===== src/rtl/keylock_pkg.sv =====
// Shared types and constants for the keylock sequencing controller.
package keylock_pkg;

  localparam int unsigned DIGIT_BASE = 10;
  localparam int unsigned CODE_W     = 32;

  typedef enum logic [2:0] {
    ST_IDLE    = 3'd0,
    ST_ENTRY   = 3'd1,
    ST_CHECK   = 3'd2,
    ST_OPEN    = 3'd3,
    ST_LOCKOUT = 3'd4
  } state_e;

  // Ceiling log2; callers pass max+1 so the result is a counter width.
  function automatic int unsigned clog2(input int unsigned v);
    int unsigned r;
    r = 0;
    for (int i = 0; i < 32; i++) begin
      if ((33'(1) << i) < 33'(v)) r = 32'(i + 1);
    end
    return (r == 0) ? 1 : r;
  endfunction

endpackage


===== src/rtl/keylock_timer.sv =====
// Loadable down-counter shared by the unlock window and the lockout window.
module keylock_timer #(
  parameter int unsigned W = 13
) (
  input  logic         hwclk,
  input  logic         rst_n,
  input  logic         start,
  input  logic [W-1:0] load_val,
  output logic         done_c
);

  logic [W-1:0] count_q;

  // Load on start, otherwise count down to zero and park there.
  always_ff @(posedge hwclk or negedge rst_n) begin
    if (!rst_n) begin
      count_q <= '0;
    end else if (start) begin
      count_q <= load_val;
    end else if (count_q != '0) begin
      count_q <= count_q - W'(1);
    end
  end

  // Asserted during the last cycle of the loaded window.
  assign done_c = (count_q == W'(1));

endmodule


===== src/rtl/keylock_ctrl.sv =====
// Keylock sequencing controller: digit accumulation, compare request,
// unlock window, failure counting and optional lockout.
// Build option: define KEYLOCK_LOCKOUT_EN to enable the LOCKOUT state;
// otherwise locked_out is tied low and every failure returns to IDLE.
module keylock_ctrl
  import keylock_pkg::*;
#(
  parameter int unsigned MAX_DIGITS     = 8,
  parameter int unsigned UNLOCK_CYCLES  = 1000,
  parameter int unsigned MAX_FAILS      = 3,
  parameter int unsigned LOCKOUT_CYCLES = 5000
) (
  input  logic              hwclk,
  input  logic              rst_n,
  input  logic              key_valid,
  input  logic [3:0]        key_digit,
  input  logic              key_enter,
  input  logic              key_clear,
  output logic [CODE_W-1:0] cmp_in,
  output logic              cmp_req,
  input  logic              cmp_done,
  input  logic              cmp_match,
  output logic              unlock,
  output logic              locked_out,
  output logic [3:0]        fail_cnt,
  output logic [3:0]        digit_cnt,
  output logic              busy
);

  localparam int unsigned TMR_MAX = (UNLOCK_CYCLES > LOCKOUT_CYCLES) ? UNLOCK_CYCLES
                                                                     : LOCKOUT_CYCLES;
  localparam int unsigned TMR_W   = clog2(TMR_MAX + 1);
  localparam logic [3:0]  MAX_D4  = 4'(MAX_DIGITS);

  // Reject parameter values that would break the 32-bit accumulation or counters.
  if (MAX_DIGITS < 1 || MAX_DIGITS > 9 || MAX_FAILS < 1 ||
      UNLOCK_CYCLES < 1 || LOCKOUT_CYCLES < 1) begin : g_param_err
    $error("keylock_ctrl: illegal parameter value");
  end

  state_e            state_q, state_d;
  logic [CODE_W-1:0] cmp_in_d;
  logic [3:0]        digit_d, fail_d, fail_inc;
  logic              ovf_q, ovf_d;
  logic              req_d;
  logic              digit_ok;
  logic              fail_event;
  logic              tmr_start;
  logic [TMR_W-1:0]  tmr_val;
  logic              tmr_done_c;

  keylock_timer #(.W(TMR_W)) u_timer (
    .hwclk    (hwclk),
    .rst_n    (rst_n),
    .start    (tmr_start),
    .load_val (tmr_val),
    .done_c   (tmr_done_c)
  );

  assign digit_ok = key_valid && (key_digit <= 4'd9);
  assign fail_inc = (fail_cnt == 4'hF) ? 4'hF : fail_cnt + 4'd1;

  // Next-state and next-register-value logic.
  always_comb begin
    state_d    = state_q;
    cmp_in_d   = cmp_in;
    digit_d    = digit_cnt;
    ovf_d      = ovf_q;
    fail_d     = fail_cnt;
    req_d      = 1'b0;
    fail_event = 1'b0;
    tmr_start  = 1'b0;
    tmr_val    = TMR_W'(UNLOCK_CYCLES);

    case (state_q)
      ST_IDLE: begin
        if (!key_clear && !key_enter && digit_ok) begin
          cmp_in_d = CODE_W'(key_digit);
          digit_d  = 4'd1;
          state_d  = ST_ENTRY;
        end
      end
      ST_ENTRY: begin
        if (key_clear) begin
          cmp_in_d = '0;
          digit_d  = 4'd0;
          ovf_d    = 1'b0;
          state_d  = ST_IDLE;
        end else if (key_enter) begin
          if (ovf_q) begin
            fail_event = 1'b1;
          end else begin
            req_d   = 1'b1;
            state_d = ST_CHECK;
          end
        end else if (digit_ok) begin
          if (digit_cnt < MAX_D4) begin
            cmp_in_d = cmp_in * CODE_W'(DIGIT_BASE) + CODE_W'(key_digit);
            digit_d  = digit_cnt + 4'd1;
          end else begin
            ovf_d = 1'b1;
          end
        end
      end
      ST_CHECK: begin
        if (key_clear) begin
          cmp_in_d = '0;
          digit_d  = 4'd0;
          ovf_d    = 1'b0;
          state_d  = ST_IDLE;
        end else if (cmp_done) begin
          if (cmp_match) begin
            fail_d    = 4'd0;
            tmr_start = 1'b1;
            state_d   = ST_OPEN;
          end else begin
            fail_event = 1'b1;
          end
        end
      end
      ST_OPEN: begin
        if (tmr_done_c) begin
          cmp_in_d = '0;
          digit_d  = 4'd0;
          ovf_d    = 1'b0;
          state_d  = ST_IDLE;
        end
      end
`ifdef KEYLOCK_LOCKOUT_EN
      ST_LOCKOUT: begin
        if (tmr_done_c) begin
          fail_d  = 4'd0;
          state_d = ST_IDLE;
        end
      end
`endif
      default: state_d = ST_IDLE;
    endcase

    // Failure handling shared by the overflow path and the no-match path.
    if (fail_event) begin
      fail_d   = fail_inc;
      cmp_in_d = '0;
      digit_d  = 4'd0;
      ovf_d    = 1'b0;
      state_d  = ST_IDLE;
`ifdef KEYLOCK_LOCKOUT_EN
      if (32'(fail_inc) >= MAX_FAILS) begin
        tmr_start = 1'b1;
        tmr_val   = TMR_W'(LOCKOUT_CYCLES);
        state_d   = ST_LOCKOUT;
      end
`endif
    end
  end

  // State and registered outputs; unlock drops as soon as reset asserts.
  always_ff @(posedge hwclk or negedge rst_n) begin
    if (!rst_n) begin
      state_q   <= ST_IDLE;
      cmp_in    <= '0;
      digit_cnt <= 4'd0;
      ovf_q     <= 1'b0;
      fail_cnt  <= 4'd0;
      cmp_req   <= 1'b0;
      unlock    <= 1'b0;
      busy      <= 1'b0;
    end else begin
      state_q   <= state_d;
      cmp_in    <= cmp_in_d;
      digit_cnt <= digit_d;
      ovf_q     <= ovf_d;
      fail_cnt  <= fail_d;
      cmp_req   <= req_d;
      unlock    <= (state_d == ST_OPEN);
      busy      <= (state_d == ST_CHECK) || (state_d == ST_OPEN) ||
                   (state_d == ST_LOCKOUT);
    end
  end

`ifdef KEYLOCK_LOCKOUT_EN
  // Lockout indicator follows the LOCKOUT state.
  always_ff @(posedge hwclk or negedge rst_n) begin
    if (!rst_n) locked_out <= 1'b0;
    else        locked_out <= (state_d == ST_LOCKOUT);
  end
`else
  assign locked_out = 1'b0;
`endif

endmodule


===== config.mk =====
export PLATFORM = sky130hd
export DESIGN_NAME = keylock_ctrl
export DESIGN_NICKNAME = d
export VERILOG_FILES = /design/src/rtl/keylock_pkg.sv /design/src/rtl/keylock_timer.sv /design/src/rtl/keylock_ctrl.sv
export SDC_FILE = /design/constraint.sdc
export NUM_CORES = 1
export LEC_CHECK = 0
export CORE_MARGIN = 4
export CORE_UTILIZATION = 25
export CTS_CLUSTER_SIZE = 40
export DETAILED_ROUTE_END_ITERATION = 16
export SLEW_MARGIN = 20
export SYNTH_ARGS = -nofsm -noshare
export SYNTH_HDL_FRONTEND = slang
export SYNTH_SLANG_ARGS = --single-unit

===== constraint.sdc =====
create_clock -name hwclk -period 5.4 [get_ports hwclk]
set_input_delay 1.08 -clock hwclk [delete_from_list [all_inputs] [get_ports hwclk]]
set_output_delay 1.08 -clock hwclk [all_outputs]
set_load 0.01 [all_outputs]

* Word-level counts from Yosys, hierarchy flattened
Index checks and enable logic that the tools add are counted.
** Word-level totals
- Input port bits :: 11
- Bits in registers :: 60
- Output and inout port bits :: 44
- Word-level logic and storage cells :: 109
** Cells by class
- Reduce and logical (&&, ||, !) cells :: 18
- Mux-type cells :: 59
- Magnitude comparators :: 2
- $mul :: 1
- $add $sub $neg :: 4
- Eq/ne operators :: 16
** Operators by type and width (number)
- $mux W32 :: 8
- $pmux W32 S4 :: 1
- $mux W4 :: 14
- $add A32 B4 Y32 :: 1
- $mul A32 B3 Y31 const B :: 1
- $mux W3 :: 9
- $mux W13 :: 2
- $mux W1 :: 21
- $ne A4 B4 Y1 const B :: 4
- $pmux W4 S4 :: 1
- $eq A13 B1 Y1 const B :: 1
- $reduce_bool A13 Y1 :: 1
- $sub A13 B1 Y13 const B :: 1
- $eq A3 B2 Y1 const B :: 4
- $pmux W3 S4 :: 1
- $ne A3 B3 Y1 const B :: 3
- $add A4 B1 Y4 const B :: 2
- $reduce_bool A2 Y1 :: 4
- $reduce_and A7 Y1 :: 1
- $reduce_and A6 Y1 :: 1
- $reduce_bool A5 Y1 :: 1
- $eq A4 B4 Y1 const B :: 1
- $le A4 B4 Y1 const B :: 1
- $lt A4 B4 Y1 const B :: 1
- 11 further kinds :: 15

* Logic depth before layout (Yosys ltp)
Gate-level depths: netlist of run 1.
- Depth after elaboration :: 9
- Mapped depth :: 13
- Gate-level depth less buffers :: 13

* By module
From an unflattened synthesis of run 1, not the netlist that was laid out.
** Second synthesis, totals
- Cells, all modules :: 597
- Area total of the unflattened synthesis :: 5136.2 um^2
** By module, submodules not included
- keylock_ctrl :: sequential area each 1176.1 um^2, instances 1, area an instance 4316.6 um^2, cells an instance 504
- keylock_timer :: sequential area each 325.3 um^2, instances 1, area an instance 819.5 um^2, cells an instance 93

* Worst setup path before layout of run 1
Ideal clock, no wire load.
- Path kind :: reg2reg
- From :: reg cmp_in[1]
- To :: reg cmp_in[31]
- Arrival time :: 3.430 ns
- Buffers on the path :: 0
- Cell stages (with the launch flop) :: 14
- Slack :: 1.838 ns
- Path through :: dfrtp_1 ha_1 ha_1 fa_1 a211oi_2 o211ai_1 a21oi_1 xnor2_1 nand2_1 nor4_2 nand3b_4 nand4b_1 xnor2_1 o21ai_1
** On the way
- Word-level cells in the longest chain between the ends :: 8
** RTL lines
- from (decl) :: RTL line keylock_ctrl.sv:19 : output logic [CODE_W-1:0] cmp_in,
- from (signal assigned) :: RTL line keylock_ctrl.sv:170 : cmp_in <= cmp_in_d;
- $mul A32 B3 Y31 :: RTL line keylock_ctrl.sv:98 : cmp_in_d = cmp_in * CODE_W'(DIGIT_BASE) + CODE_W'(key_digit);
- $add A32 B4 Y32 :: RTL line keylock_ctrl.sv:98
- $mux W32 :: RTL line keylock_ctrl.sv:97 : if (digit_cnt < MAX_D4) begin
- $mux W32 :: RTL line keylock_ctrl.sv:96 : end else if (digit_ok) begin
- $mux W32 :: RTL line keylock_ctrl.sv:89 : end else if (key_enter) begin
- $mux W32 :: RTL line keylock_ctrl.sv:84 : if (key_clear) begin
- $pmux W32 S4 :: RTL line keylock_ctrl.sv:75 : case (state_q)
- $mux W32 :: RTL line keylock_ctrl.sv:141 : if (fail_event) begin
Every way passes these cells. The select of a mux whose other input is x is not followed.
A chain may end at the register's enable or synchronous reset.

* Worst setup path after layout of run 1
- From :: reg cmp_in[1]
- To :: reg cmp_in[24]
The elaborated chain is that of the path after synthesis.

==> results of run 1 <==
## through the flow
step	total power [mW]	setup slack, ns
detailed placement	0.772	1.32
global route	1.48	1.03
CTS	1.42	1.35
global placement	0.772	1.44
finish	1.40	1.37
floorplan	0.685	1.84
## Yosys cell counts, types with 5 or more instances
cell type	number	area share, %
nand2_1	87	6.3
nor3_1	14	1.3
xor2_1	24	4.0
clkbuf_1	9	0.65
o21ai_1	8	0.77
nand4_1	14	1.7
nor2b_1	5	0.60
dfrtp_1	60	29
buf_4	7	1.0
inv_1	5	0.36
nand3_1	20	1.9
o31ai_1	14	2.0
ha_1	62	15
o211ai_1	7	1.0
o21a_1	6	0.86
buf_2	7	0.67
a21oi_1	44	4.2
nand2b_1	7	0.84
o21ai_0	44	4.2
xnor2_1	33	5.5
nor2_1	47	3.4
nor4_1	6	0.72
## flip-flops by register name, summed over array words and instances, names as in the netlist
| register | count |
|---|---|
| cmp_in | 32 |
| u_timer.count_q | 13 |
| digit_cnt | 4 |
| fail_cnt | 4 |
| state_q | 3 |
| busy | 1 |
| cmp_req | 1 |
| ovf_q | 1 |
| unlock | 1 |
## worst max-delay path: cells and delay by family (launching register included)
kind                       cells  cell delay, ns
adders and majority gates      3            0.98
AOI/OAI and AO/OA              4            1.09
DFF                            1            0.43
and+or+nand+nor                4            0.95
xor gates and xnor gates       2            0.41
## power groups by stage
stage          sequential [mW]  combinational [mW]  clock [mW]
6_report                 0.526               0.239       0.637
3_3_place_gp             0.533               0.239           0
2_1_floorplan            0.530               0.155           0
5_1_grt                  0.534               0.271       0.676
3_5_place_dp             0.532               0.239           0
4_1_cts                  0.526               0.242       0.654
## layout make-up
class / count / area [um2] / area share, %
clock buffers: 11 / 243 / 3.84
clock inverters: 5 / 85.1 / 1.35
inverters: 5 / 18.8 / 0.297
multi-input cells: 523 / 3580 / 56.7
flip-flops and latches: 60 / 1500 / 23.7
well taps: 270 / 338 / 5.34
repair buffers: 57 / 556 / 8.78
## metal layers
layer,track usage [%],vias to the layer above,wire length [um],part of all wire [%]
met3,2.24,18,500,3.7
met1,16.5,2122,6750,49
li1,-,2326,-,-
met2,18.7,82,6130,45
met5,0,-,0,0
met4,4.50,0,256,1.9
## worst max-delay path by stage
stage | start | end | slack, ns | cells after the start
floorplan | cmp_in[1] | cmp_in[31] | 1.84 | 13
global placement | cmp_in[1] | cmp_in[26] | 1.44 | 13
detailed placement | key_clear | cmp_in[13] | 1.32 | 8
CTS | cmp_in[1] | cmp_in[24] | 1.35 | 13
global route | cmp_in[1] | cmp_in[26] | 1.03 | 13
finish | cmp_in[1] | cmp_in[24] | 1.37 | 13
## cells by family after synthesis
family	share of synthesized area, %
adders and majority gates	15.6
other	0.0718
AOI/OAI and AO/OA	20.4
and+or+nand+nor	22.4
DFF	28.8
muxes	0.192
buffers and inverters	2.68
xor gates and xnor gates	9.87
==> summary.txt, run 1 <==
Status: finished, final reports clean
Layout cell share with drive strength beyond 1: 6.66%
Placed wire-length estimate: 10400 um
R2R cell count: 13
Core ar.: 20400 um2
Min-delay src: cmp_in[31]
GR Overflow Total: 0
Synth Area per Inst: 8.56 um2
Leak: 2.65 nW
Post-Layout Cell Count: 931
Final Hold Viols: 0
CP Max Fanout: 5
Chip Width: 153 um
Clock root buffer: clkbuf_16
YS warnings: 0
Flop pwr share: 37.5%
Commonest non-fill, non-tap cell in the layout: nand2_1
Final setup viols: 0
Via count: 4548
Total routing usage reported by global routing: 12.0%
CTS Hold Bufs: 0
RSZ-0062 raised after global routing: false
Commonest cells after routing, fill and taps aside: 87 x nand2_1, 62 x ha_1, 60 x dfrtp_1, 52 x clkdlybuf4s50_1, 47 x nor2_1
Placement Cell Area: 6000 um2
CP cell instances: ha_1, ha_1, fa_1, a211oi_2, o211ai_1, a21oi_1, xnor2_1, nand2_1, nor4_1, and3b_2, nand2_1, xor2_1, o21ai_0
Syn Inst Count: 610
Netlist cell types: 70
Crit-path max cell delay: 0.46 ns
Terminus of the critical flop-to-flop path: cmp_in[24]
Drt via density: 4.89
Number of synthesized flops with an enable pin: 0
Gpl congestion: 0.834
Final setup TNS: 0 ns
Worst Hold Path Cells: 2
Antenna-violating nets left: 0
Fin area: 6320 um2
Slew HR: 35.8%
# diodes: 0
Max Freq: 248 MHz
Largest net degree at the start of global routing: 61
CP startpoint kind: register
Post-route core utilization: 31.1%
Drt wl/cell: 14.6 um
Internal Power: 1.01 mW
Max-Cap Viols: 0
Hold Path Sink: cmp_in[31]
Cell Pwr Density: 222 nW/um2
Initial antenna violation count: 0
Crit share post-route: 74.6%
Net Sw Power: 396 uW
Hold WS: 0.503 ns
Register area share after synthesis: 28.8%
Total clock sinks: 60
Total die area: 23300 um2
Vias in the first global route: 4475
CP arrival: 4.22 ns
Critical-path top delay cell: nor4_1
R2R Path Start: cmp_in[1]
# IOs: 55
Clock tree buffer depth: 2
Main flop type after synthesis: dfrtp_1
Async SR Flop Fraction: 100%
Worst skew pair latency: 0.34 ns
Initial core utilization: 25.6%
Min cycle time layout: 4.03 ns
WL final: 13600 um
Placed insts: 915
CTS buffer count: 9
Global-route wire length before repair: 23100 um
Yosys reg bits: 60
Comb pwr share: 17.1%
Maximum VDD drop: 0.157 mV
Post-CTS setup buffer count: 0
CTS tree: built
Critical Path RT: 5.59 ns
Switch share: 28.2%
Die Height: 153 um
PortBufs: 53
Clock Power Share: 45.4%
Slew at the pin with the worst max-slew slack: 0.959 ns
DR DRC count: 0
Post-cts sizing count: 0
H-Tree Depth: 3
R2R Setup Slk: 1.37 ns
Layout area overhead: 21.1%
Slew Limit Fails: 0
Fillers: 2120
DRT Pass-1 Iters: 4
Fin nets: 731
Fin Clk Skew: 0.00938 ns
DRT iter0 DRCs: 291
Reg clk slew, reported paths: 0.06 ns
Row count: 52
CP endpoint kind: register
Hold Path Class: reg2reg
Setup CP Type: reg2reg
Synthesized area: 5220 um2
Power figures use the tool's default switching activity.
==> run 2, diff against run 1 <==
Clock period 5.4 ns to 3.7 ns, I/O delays scaled along.
==> run 2 against run 1 <==
Via count rose by 3.1%; final cell count grew 1.6%; critical path depth unchanged; sequential share of layout area is 0.49 points lower; critical path type unchanged; count of clock-buffer cells in the layout stayed put; core utilization is 0.66 points higher; final area increased by 2.1%; clock skew decreased by 0.0032 ns.
==> summary.txt, run 2 (synthesis gave the netlist of run 1 again) <==
GR Overflow Total: 0
Leak: 2.72 nW
Internal Power: 1.35 mW
Fillers: 2123
Max Freq: 280 MHz
Worst setup margin: 0.132 ns
PortBufs: 53
Core ar.: 20400 um2
CTS buffer count: 9
Commonest cells after routing, fill and taps aside: 87 x nand2_1, 62 x ha_1, 60 x dfrtp_1, 52 x clkdlybuf4s50_1, 47 x nor2_1
Fin nets: 746
Post-CTS setup buffer count: 0
Cell Pwr Density: 301 nW/um2
# IOs: 55
WL final: 14000 um
Clock tree buffer depth: 2
DRT Pass-1 Iters: 4
CP startpoint kind: register
Row count: 52
Largest Register: cmp_in
CP arrival: 3.79 ns
Global-route wire length before repair: 23400 um
Slew Limit Fails: 0
Total routing usage reported by global routing: 12.0%
Worst slack at placement: 0.0236 ns
Final Hold Viols: 0
Gpl congestion: 0.890
Slew HR: 47.4%
Crit share post-route: 96.4%
CTS tree: built
Setup CP Type: reg2reg
Drt via density: 4.96
Final setup viols: 0
Antenna-violating nets left: 0
Critical-path top delay cell: or4_1
CP Max Fanout: 5
Top Registers: cmp_in: 32 flops, u_timer.count_q: 13 flops
Min cycle time layout: 3.57 ns
CP cell instances: ha_1, ha_1, fa_2, a211oi_4, o21ai_2, a22oi_2, a21oi_1, or4_1, a21oi_1, xnor2_1, nand4b_1, xnor2_1, o21ai_1
Hold WS: 0.477 ns
DRT iter0 DRCs: 213
Die Height: 153 um
# diodes: 0
Layout area overhead: 23.7%
Largest net degree at the start of global routing: 51
Total die area: 23300 um2
Fin area: 6460 um2
Reg clk slew, reported paths: 0.06 ns
Net Sw Power: 593 uW
Fin Clk Skew: 0.00617 ns
Commonest non-fill, non-tap cell in the layout: nand2_1
Status: finished, final reports clean
CP endpoint kind: register
Largest register FFs: 32
Drt wl/cell: 14.8 um
Via count: 4688
Worst skew pair latency: 0.34 ns
H-Tree Depth: 3
Switch share: 30.5%
Hold Path Class: in2async
Post-route core utilization: 31.7%
Critical Path RT: 3.92 ns
R2R Setup Slk: 0.13 ns
Maximum VDD drop: 0.201 mV
CP delay by family, top: compound AO/OA/AOI/OAI gates
Initial core utilization: 25.6%
RSZ-0062 raised after global routing: true
Flop pwr share: 39.3%
Vias in the first global route: 4674
Placement Cell Area: 6120 um2
DR DRC count: 0
Chip Width: 153 um
Initial antenna violation count: 0
Clock Power Share: 40.9%
Slew at the pin with the worst max-slew slack: 0.789 ns
Max-Cap Viols: 0
Placed wire-length estimate: 10800 um
Comb pwr share: 19.8%
Layout cell share with drive strength beyond 1: 9.76%
Clock root buffer: clkbuf_16
Buf+Inv Stages, Crit Path: 0
Total clock sinks: 60
Crit-path max cell delay: 0.49 ns
-- run 2: cell count changes in the layout (fill, tap and decap cells not counted), sizes merged --
cell / before / now
bufinv: 2 / 0
clkinvlp: 1 / 2
clkinv: 2 / 3
buf: 5 / 20
-- run 2: power groups by stage --
stage	Combinational, mW	Clock, mW	Sequential [mW]
floorplan	0.226	0	0.773
global placement	0.372	0	0.774
detailed placement	0.379	0	0.773
CTS	0.382	0.824	0.763
global route	0.432	0.845	0.774
finish	0.386	0.796	0.765
-- run 2: path summary, 6_finish.rpt --
kind,cells past startpoint,from,end
max,13,cmp_in[1],cmp_in[31]
min,1,rst_n,u_timer.count_q[10]
max reg2reg,13,cmp_in[1],cmp_in[31]
min reg2reg,1,u_timer.count_q[12],u_timer.count_q[12]
max in group asynchronous,2,rst_n,cmp_in[16]
min in group hwclk,1,u_timer.count_q[12],u_timer.count_q[12]
-- run 2: area by class of cell --
type,instances,area [um2],area share [%]
clock buffer,11,243,3.76
clock inverter,5,37.5,0.581
inverter,5,18.8,0.291
sequential,60,1500,23.2
timing repair buffer,72,681,10.5
tap,270,338,5.23
multi-input combinational,523,3640,56.4
-- run 2: repair_timing --
action / 4_1_cts / 5_1_grt
hold buffers: 0 / 0
endpoints found under the setup margin: 1 / 15
resized for setup: 1 / 9
pin swaps: 0 / 4
-- run 2: metal layers --
metal	global-route usage (%)	part of all wire (%)
met5	0	0
met4	3.01	1.4
met3	3.12	4.1
met2	19.8	47
met1	15.8	48
-- run 2: through the flow --
step | TNS (ns) | total power [mW] | std cells
global route | -0.143 | 2.05 | 946
CTS | 0 | 1.97 | 946
finish | 0 | 1.95 | 946
global placement | 0 | 1.15 | 930
detailed placement | 0 | 1.15 | 930
floorplan | 0 | 0.999 | 611
